**src/rtl/hex_keypad_entry_pkg.sv**
```systemverilog
// Shared types and constants for the hex keypad entry block: FSM states, key map, column helpers.
package hex_keypad_entry_pkg;

    typedef enum logic [1:0] {SCAN, DEBOUNCE, HELD} state_e;

    // Indexed by {row, col}; entry 0 is row 0 / col 0.
    localparam logic [15:0][3:0] KEYMAP = {
        4'hD, 4'hE, 4'hF, 4'h0,
        4'hC, 4'h9, 4'h8, 4'h7,
        4'hB, 4'h6, 4'h5, 4'h4,
        4'hA, 4'h3, 4'h2, 4'h1
    };

    // Walks the single low bit 0->1->2->3->0.
    function automatic logic [3:0] rotate_col(input logic [3:0] c);
        return {c[2:0], c[3]};
    endfunction

    // Index of the lowest low bit; 0 when no bit is low.
    function automatic logic [1:0] low_index(input logic [3:0] v);
        logic [1:0] idx;
        idx = '0;
        for (int i = 3; i >= 0; i--) begin
            if (!v[i]) idx = 2'(i);
        end
        return idx;
    endfunction

endpackage

```
**src/rtl/hex_keypad_entry_if.sv**
```systemverilog
// Keypad pins plus the entry/result signals; master is the keypad entry block, slave its environment.
interface hex_keypad_entry_if;
    logic [3:0]  row;
    logic [3:0]  col;
    logic        clear_entry;
    logic [15:0] value;
    logic [3:0]  key_code;
    logic        key_valid;
    logic        busy;

    modport master (
        input  row, clear_entry,
        output col, value, key_code, key_valid, busy
    );

    modport slave (
        output row, clear_entry,
        input  col, value, key_code, key_valid, busy
    );
endinterface

```
**src/rtl/hex_keypad_entry_scan_tick_gen.sv**
```systemverilog
// Free-running divider; tick strobes for one clk each time the divider wraps.
module hex_keypad_entry_scan_tick_gen #(
    parameter int unsigned SCAN_DIV_BITS = 18
) (
    input  logic clk,
    input  logic clr,
    output logic tick
);

    logic [SCAN_DIV_BITS-1:0] div_q;

    always_ff @(posedge clk or negedge clr) begin
        if (!clr) div_q <= '0;
        else      div_q <= div_q + SCAN_DIV_BITS'(1);
    end

    assign tick = &div_q;

endmodule

```
**src/rtl/hex_keypad_entry.sv**
```systemverilog
// 4x4 keypad scanner with press/release debounce, feeding a 16-bit hex entry shift register.
module hex_keypad_entry
    import hex_keypad_entry_pkg::*;
#(
    parameter int unsigned SCAN_DIV_BITS  = 18,
    parameter int unsigned DEBOUNCE_TICKS = 4
) (
    input  logic               clk,
    input  logic               clr,
    hex_keypad_entry_if.master bus
);

    localparam int unsigned CntW = $clog2(DEBOUNCE_TICKS + 1);

    logic            tick;
    logic [3:0]      row_meta_q, row_sync_q;
    state_e          state_q, state_d;
    logic [CntW-1:0] cnt_q, cnt_d;
    logic [3:0]      col_q, col_d;
    logic [1:0]      lat_row_q, lat_row_d;
    logic [1:0]      lat_col_q, lat_col_d;
    logic [15:0]     value_q, value_d;
    logic [3:0]      key_code_q, key_code_d;
    logic            key_valid_q;
    logic            accept;
    logic            latched_low;
    logic [3:0]      key_hex;

    hex_keypad_entry_scan_tick_gen #(
        .SCAN_DIV_BITS(SCAN_DIV_BITS)
    ) u_tick (
        .clk (clk),
        .clr (clr),
        .tick(tick)
    );

    always_ff @(posedge clk or negedge clr) begin
        if (!clr) begin
            row_meta_q <= 4'hF;
            row_sync_q <= 4'hF;
        end else begin
            row_meta_q <= bus.row;
            row_sync_q <= row_meta_q;
        end
    end

    assign latched_low = !row_sync_q[lat_row_q];
    assign key_hex     = KEYMAP[{lat_row_q, lat_col_q}];

    always_ff @(posedge clk or negedge clr) begin
        if (!clr) begin
            state_q     <= SCAN;
            cnt_q       <= '0;
            col_q       <= 4'b1110;
            lat_row_q   <= '0;
            lat_col_q   <= '0;
            value_q     <= '0;
            key_code_q  <= '0;
            key_valid_q <= 1'b0;
        end else begin
            state_q     <= state_d;
            cnt_q       <= cnt_d;
            col_q       <= col_d;
            lat_row_q   <= lat_row_d;
            lat_col_q   <= lat_col_d;
            value_q     <= value_d;
            key_code_q  <= key_code_d;
            key_valid_q <= accept;
        end
    end

    always_comb begin
        state_d   = state_q;
        cnt_d     = cnt_q;
        col_d     = col_q;
        lat_row_d = lat_row_q;
        lat_col_d = lat_col_q;
        accept    = 1'b0;
        if (tick) begin
            case (state_q)
                SCAN: begin
                    if (row_sync_q != 4'hF) begin
                        lat_row_d = low_index(row_sync_q);
                        lat_col_d = low_index(col_q);
                        cnt_d     = CntW'(1);
                        state_d   = DEBOUNCE;
                    end else begin
                        col_d = rotate_col(col_q);
                    end
                end
                DEBOUNCE: begin
                    // A bounce returns to SCAN with col unchanged; it moves on the next tick.
                    if (!latched_low) begin
                        cnt_d   = '0;
                        state_d = SCAN;
                    end else if (cnt_q >= CntW'(DEBOUNCE_TICKS)) begin
                        accept  = 1'b1;
                        cnt_d   = '0;
                        state_d = HELD;
                    end else begin
                        cnt_d = cnt_q + CntW'(1);
                    end
                end
                HELD: begin
                    // cnt counts consecutive released ticks; any low sample restarts it.
                    if (latched_low) begin
                        cnt_d = '0;
                    end else if (cnt_q >= CntW'(DEBOUNCE_TICKS - 1)) begin
                        cnt_d   = '0;
                        col_d   = rotate_col(col_q);
                        state_d = SCAN;
                    end else begin
                        cnt_d = cnt_q + CntW'(1);
                    end
                end
                default: state_d = SCAN;
            endcase
        end
    end

    always_comb begin
        key_code_d = accept ? key_hex : key_code_q;
        value_d    = value_q;
        if (bus.clear_entry) value_d = '0;
        else if (accept)     value_d = {value_q[11:0], key_hex};
    end

    assign bus.col       = col_q;
    assign bus.value     = value_q;
    assign bus.key_code  = key_code_q;
    assign bus.key_valid = key_valid_q;
    assign bus.busy      = (state_q != SCAN);

endmodule

```
**src/flat_wrapper.sv**
```systemverilog
// flat-port wrapper written by rule: the top's interface ports become plain ports
module hex_keypad_entry_flat import hex_keypad_entry_pkg::*;
#(
    parameter int unsigned SCAN_DIV_BITS  = 18,
    parameter int unsigned DEBOUNCE_TICKS = 4
)
  (clk, clr, bus_row, bus_clear_entry, bus_col, bus_value, bus_key_code, bus_key_valid, bus_busy);
  hex_keypad_entry_if bus_i ();
  input  logic clk;
  input  logic clr;
  input wire logic [$bits(bus_i.row)-1:0] bus_row;
  input wire logic [$bits(bus_i.clear_entry)-1:0] bus_clear_entry;
  output wire logic [$bits(bus_i.col)-1:0] bus_col;
  output wire logic [$bits(bus_i.value)-1:0] bus_value;
  output wire logic [$bits(bus_i.key_code)-1:0] bus_key_code;
  output wire logic [$bits(bus_i.key_valid)-1:0] bus_key_valid;
  output wire logic [$bits(bus_i.busy)-1:0] bus_busy;
  assign bus_i.row = bus_row;
  assign bus_i.clear_entry = bus_clear_entry;
  assign bus_col = bus_i.col;
  assign bus_value = bus_i.value;
  assign bus_key_code = bus_i.key_code;
  assign bus_key_valid = bus_i.key_valid;
  assign bus_busy = bus_i.busy;
  hex_keypad_entry #(.SCAN_DIV_BITS(SCAN_DIV_BITS), .DEBOUNCE_TICKS(DEBOUNCE_TICKS)) u_core (.clk(clk), .clr(clr), .bus(bus_i));
endmodule
```
**config.mk**
```make
export PLATFORM = sky130hd
export DESIGN_NAME = hex_keypad_entry_flat
export DESIGN_NICKNAME = d
export VERILOG_FILES = /design/src/rtl/hex_keypad_entry_pkg.sv /design/src/rtl/hex_keypad_entry_if.sv /design/src/rtl/hex_keypad_entry_scan_tick_gen.sv /design/src/rtl/hex_keypad_entry.sv /design/src/flat_wrapper.sv
export SDC_FILE = /design/constraint.sdc
export NUM_CORES = 1
export LEC_CHECK = 0
export CORE_UTILIZATION = 39
export DETAILED_ROUTE_END_ITERATION = 10
export GPL_TIMING_DRIVEN = 0
export SLEW_MARGIN = 20
export SYNTH_ARGS = -nofsm -noshare
export SYNTH_HDL_FRONTEND = slang
export SYNTH_SLANG_ARGS = --single-unit
```
**constraint.sdc**
```tcl
create_clock -name clk -period 4.65 [get_ports clk]
set_input_delay 0.6975 -clock clk [delete_from_list [all_inputs] [get_ports clk]]
set_output_delay 0.6975 -clock clk [all_outputs]
set_load 0.1 [all_outputs]
```
==> reports/metrics.cfg <==
[worst_setup_path]
critPathRequiredTime_ps=3950
critPathMaxFanout=6
arrival_ps=2320
crit_path_end_kind=output pin
critical_path_class=reg2out
startpoint_type=flop

[die]
die_area_sq_um=7760
die_h_microns=88.1
die_w_microns=88.1
fp-row-count=31
pin_count=33
initial_core_util_pct=40.1
core_sq_um=7210

[pwr]
total_power_uw=960
powerDensity_nw_per_um2=273
p_leak_uw=0.00146
ir_drop_mv=0.131

[route]
drc=0
drtIter0Drc=126
antenna_left=0
wl_per_cell_microns=14.5
totalWireLength_mm=5.86
via_per_inst=5.28
via_count=2139
drt_first_pass_iters=4

[final_layout]
drive_gt1_share_pct=14.1
n_fill_cell=673
seq_area_sq_um=1520
area_growth_pct=21.7
fin_nets=319
diodes=0
design_area_sq_um=3520
multi_input_area_sq_um=1280

[synthesis]
synth-simple-area-share_pct=15.9
syn_nets=276
netlist_area_sq_um=2890
yosys_warnings=0
synthDistinctLibCells=42
syn-mean-instance-area_sq_um=11.2
synth_top_family_by_area=simple AND/OR/NAND/NOR gates
synth_xor_area_share_pct=5.45
ys_ff_latch=60
synth_compound_area_share_pct=9.74
synth_fa_ha_area_share_pct=4.76
muxShareOfSynthArea_pct=8.05
synth_cells=258
synth.yosys.seq_area_share_pct=52.4

[placement]
dpl-instance-area_sq_um=3350
place.gp.congestion=0.799
place_hpwl_mm=4.15
numPortBuffers=31

[clock_network]
cts_root_buf=clkbuf_8
cts-htree-levels=3
postCtsSetupRepairBufs=0
clkTransAtPathRegs_ps=70
clock_latency_ps=330
cts_inserted_buffers=9
clock-sinks=60
cts_tree=yes
cts_resized=0
ctsHoldBuffers=0
cts_buffer_depth=2

[global_route]
grt_antenna_before_repair=0
grt_pass1_wl_mm=9.77
grt_overflow=0
grt_use_total_pct=16.7
grt_max_degree=32
first_global_vias=1926

[timing]
finalSetupViolCount=0
finalCriticalPeriod_ps=3020
hold_viol_final=0
slew_headroom_pct=35.1
fin_setup_tns_ps=0
timing.final.crit_share_pct=65.0
tightestPinTransition_ps=970
rsz0062_at_grt=false
fin_skew_ps=8.19
clock.fmax_mhz=331
final_max_slew_viol_count=0

[run_status]
status=complete, no violations

[hold_path]
min_path_type=in2async

[job]
cap_violations=0

==> power breakdown <==
part	switching [uW]	internal (uW)	total [uW]
Combinational	14.9	7.31	22.3
Clock	202	204	406
Sequential	2.59	529	531
Total	220	740	960
==> stage by stage <==
| step | instances | setup WS, ps | util [%] | hold WS [ps] |
|---|---|---|---|---|
| final | 405 | 1630 | 48.8 | 284 |
| after global routing | 405 | 1510 | 48.8 | 312 |
| after CTS | 405 | 1600 | 48.8 | 291 |
| after detailed placement | 389 | 1970 | 46.4 | 347 |
| after global placement | 388 | 909 | 46.1 | 346 |
| after floorplan | 258 | 2290 | - | 345 |
==> worst paths after layout <==
| kind | from | end | slack [ps] | cells past startpoint |
|---|---|---|---|---|
| max in group asynchronous | clr | u_core.bus.value[4] | 3870 | 2 |
| max reg2reg | u_core.u_tick.div_q[0] | u_core.bus.value[12] | 2160 | 6 |
| min in group clk | u_core.row_meta_q[2] | u_core.row_sync_q[2] | 360 | 0 |
| min reg2reg | u_core.row_meta_q[2] | u_core.row_sync_q[2] | 360 | 0 |
| min | clr | u_core.cnt_q[1] | 280 | 1 |
| max | u_core.state_q[0] | bus_busy | 1630 | 4 |
==> worst max-delay path: stages, from the launching register on <==
cell and delay (ps):
dfrtp_1 370, inv_1 80, ha_1 280, inv_1 130, clkdlybuf4s50_1 1140
==> sequential cells by signal, summed over array words and instances (netlist names) <==
register / cells
u_core.bus.key_valid: 1
u_core.bus.key_code: 4
u_core.bus.value: 16
u_core.lat_row_q: 2
u_core.state_q: 2
u_core.u_tick.div_q: 18
u_core.row_sync_q: 4
u_core.lat_col_q: 2
u_core.bus.col: 4
u_core.row_meta_q: 4
u_core.cnt_q: 3
==> synth_stat cells (all sizes together) <==
cell type  number  area share, %
a21oi          11            1.9
and2            1           0.22
ha             11            4.8
a21boi          2           0.52
nor3            5            1.0
nor2           11            1.4
xnor2          13            3.9
a31oi           3           0.65
dfrtp          49             42
nor3b           2           0.52
o31ai          11            2.9
a2bb2oi         1           0.30
clkbuf          8            1.0
mux4            1           0.78
buf             1           0.39
inv            16            2.1
o2111ai         2           0.61
a211o           1           0.30
a22o            1           0.30
nand2b          2           0.43
nand3b          1           0.26
or4             1           0.26
o211ai          3           0.78
a211oi          2           0.52
and4b           1           0.35
nand2          22            2.9
xor2            5            1.5
nand3           7            1.2
nor4            6            2.3
dfstp          11             10
and3            3           0.65
mux2            8            3.1
o311ai          1           0.30
and4            3           0.91
clkinv          1           0.13
o21ai           4           0.69
nand4          15            3.5
mux2i          12            4.2
==> kinds of logic after synthesis <==
| group | after synthesis |
|---|---|
| simple gates | 80 |
| flops | 60 |
| compound gates | 42 |
| buf+inv | 26 |
| mux | 21 |
| xor+xnor | 18 |
| fa+ha+maj | 11 |
==> per-layer routing <==
layer	vias to the layer above	routed length (microns)	track usage, %
met5	-	0	0
met3	10	231	2.92
met2	61	2570	23.7
met1	1050	2930	24.2
met4	0	134	9.38
li1	1018	-	-
==> final cells by class <==
class                      count  area share [%]
multi-input combinational    172            36.3
clock inverter                 5           0.783
clock buffer                  11            4.02
inverter                      17            1.81
tap                           99            3.52
timing repair buffer          32            9.32
buffer                         9            1.17
sequential                    60            43.1
==> cells in the final DEF, fill, tap and decap left out, types with 2 or more instances in the layout <==
master           count
a211oi_1             2
o2111ai_1            2
clkbuf_1             9
o31ai_1             11
nor4_1               3
xor2_1               5
and3_1               3
dfrtp_1             49
dfstp_2             11
clkinv_2             4
o211ai_1             3
nand2_1             22
clkbuf_8            10
a21oi_1             11
nor3b_1              2
xnor2_1             13
clkdlybuf4s50_1     30
o21ai_0              3
and4_1               3
nor4_4               2
nand2b_1             2
ha_1                11
a31oi_1              3
mux2i_1             12
mux2_2               8
nor2_1              11
nor3_1               4
a21boi_0             2
nand3_1              7
nand4_1             14
inv_1               16
Power figures use the tool's default switching activity.
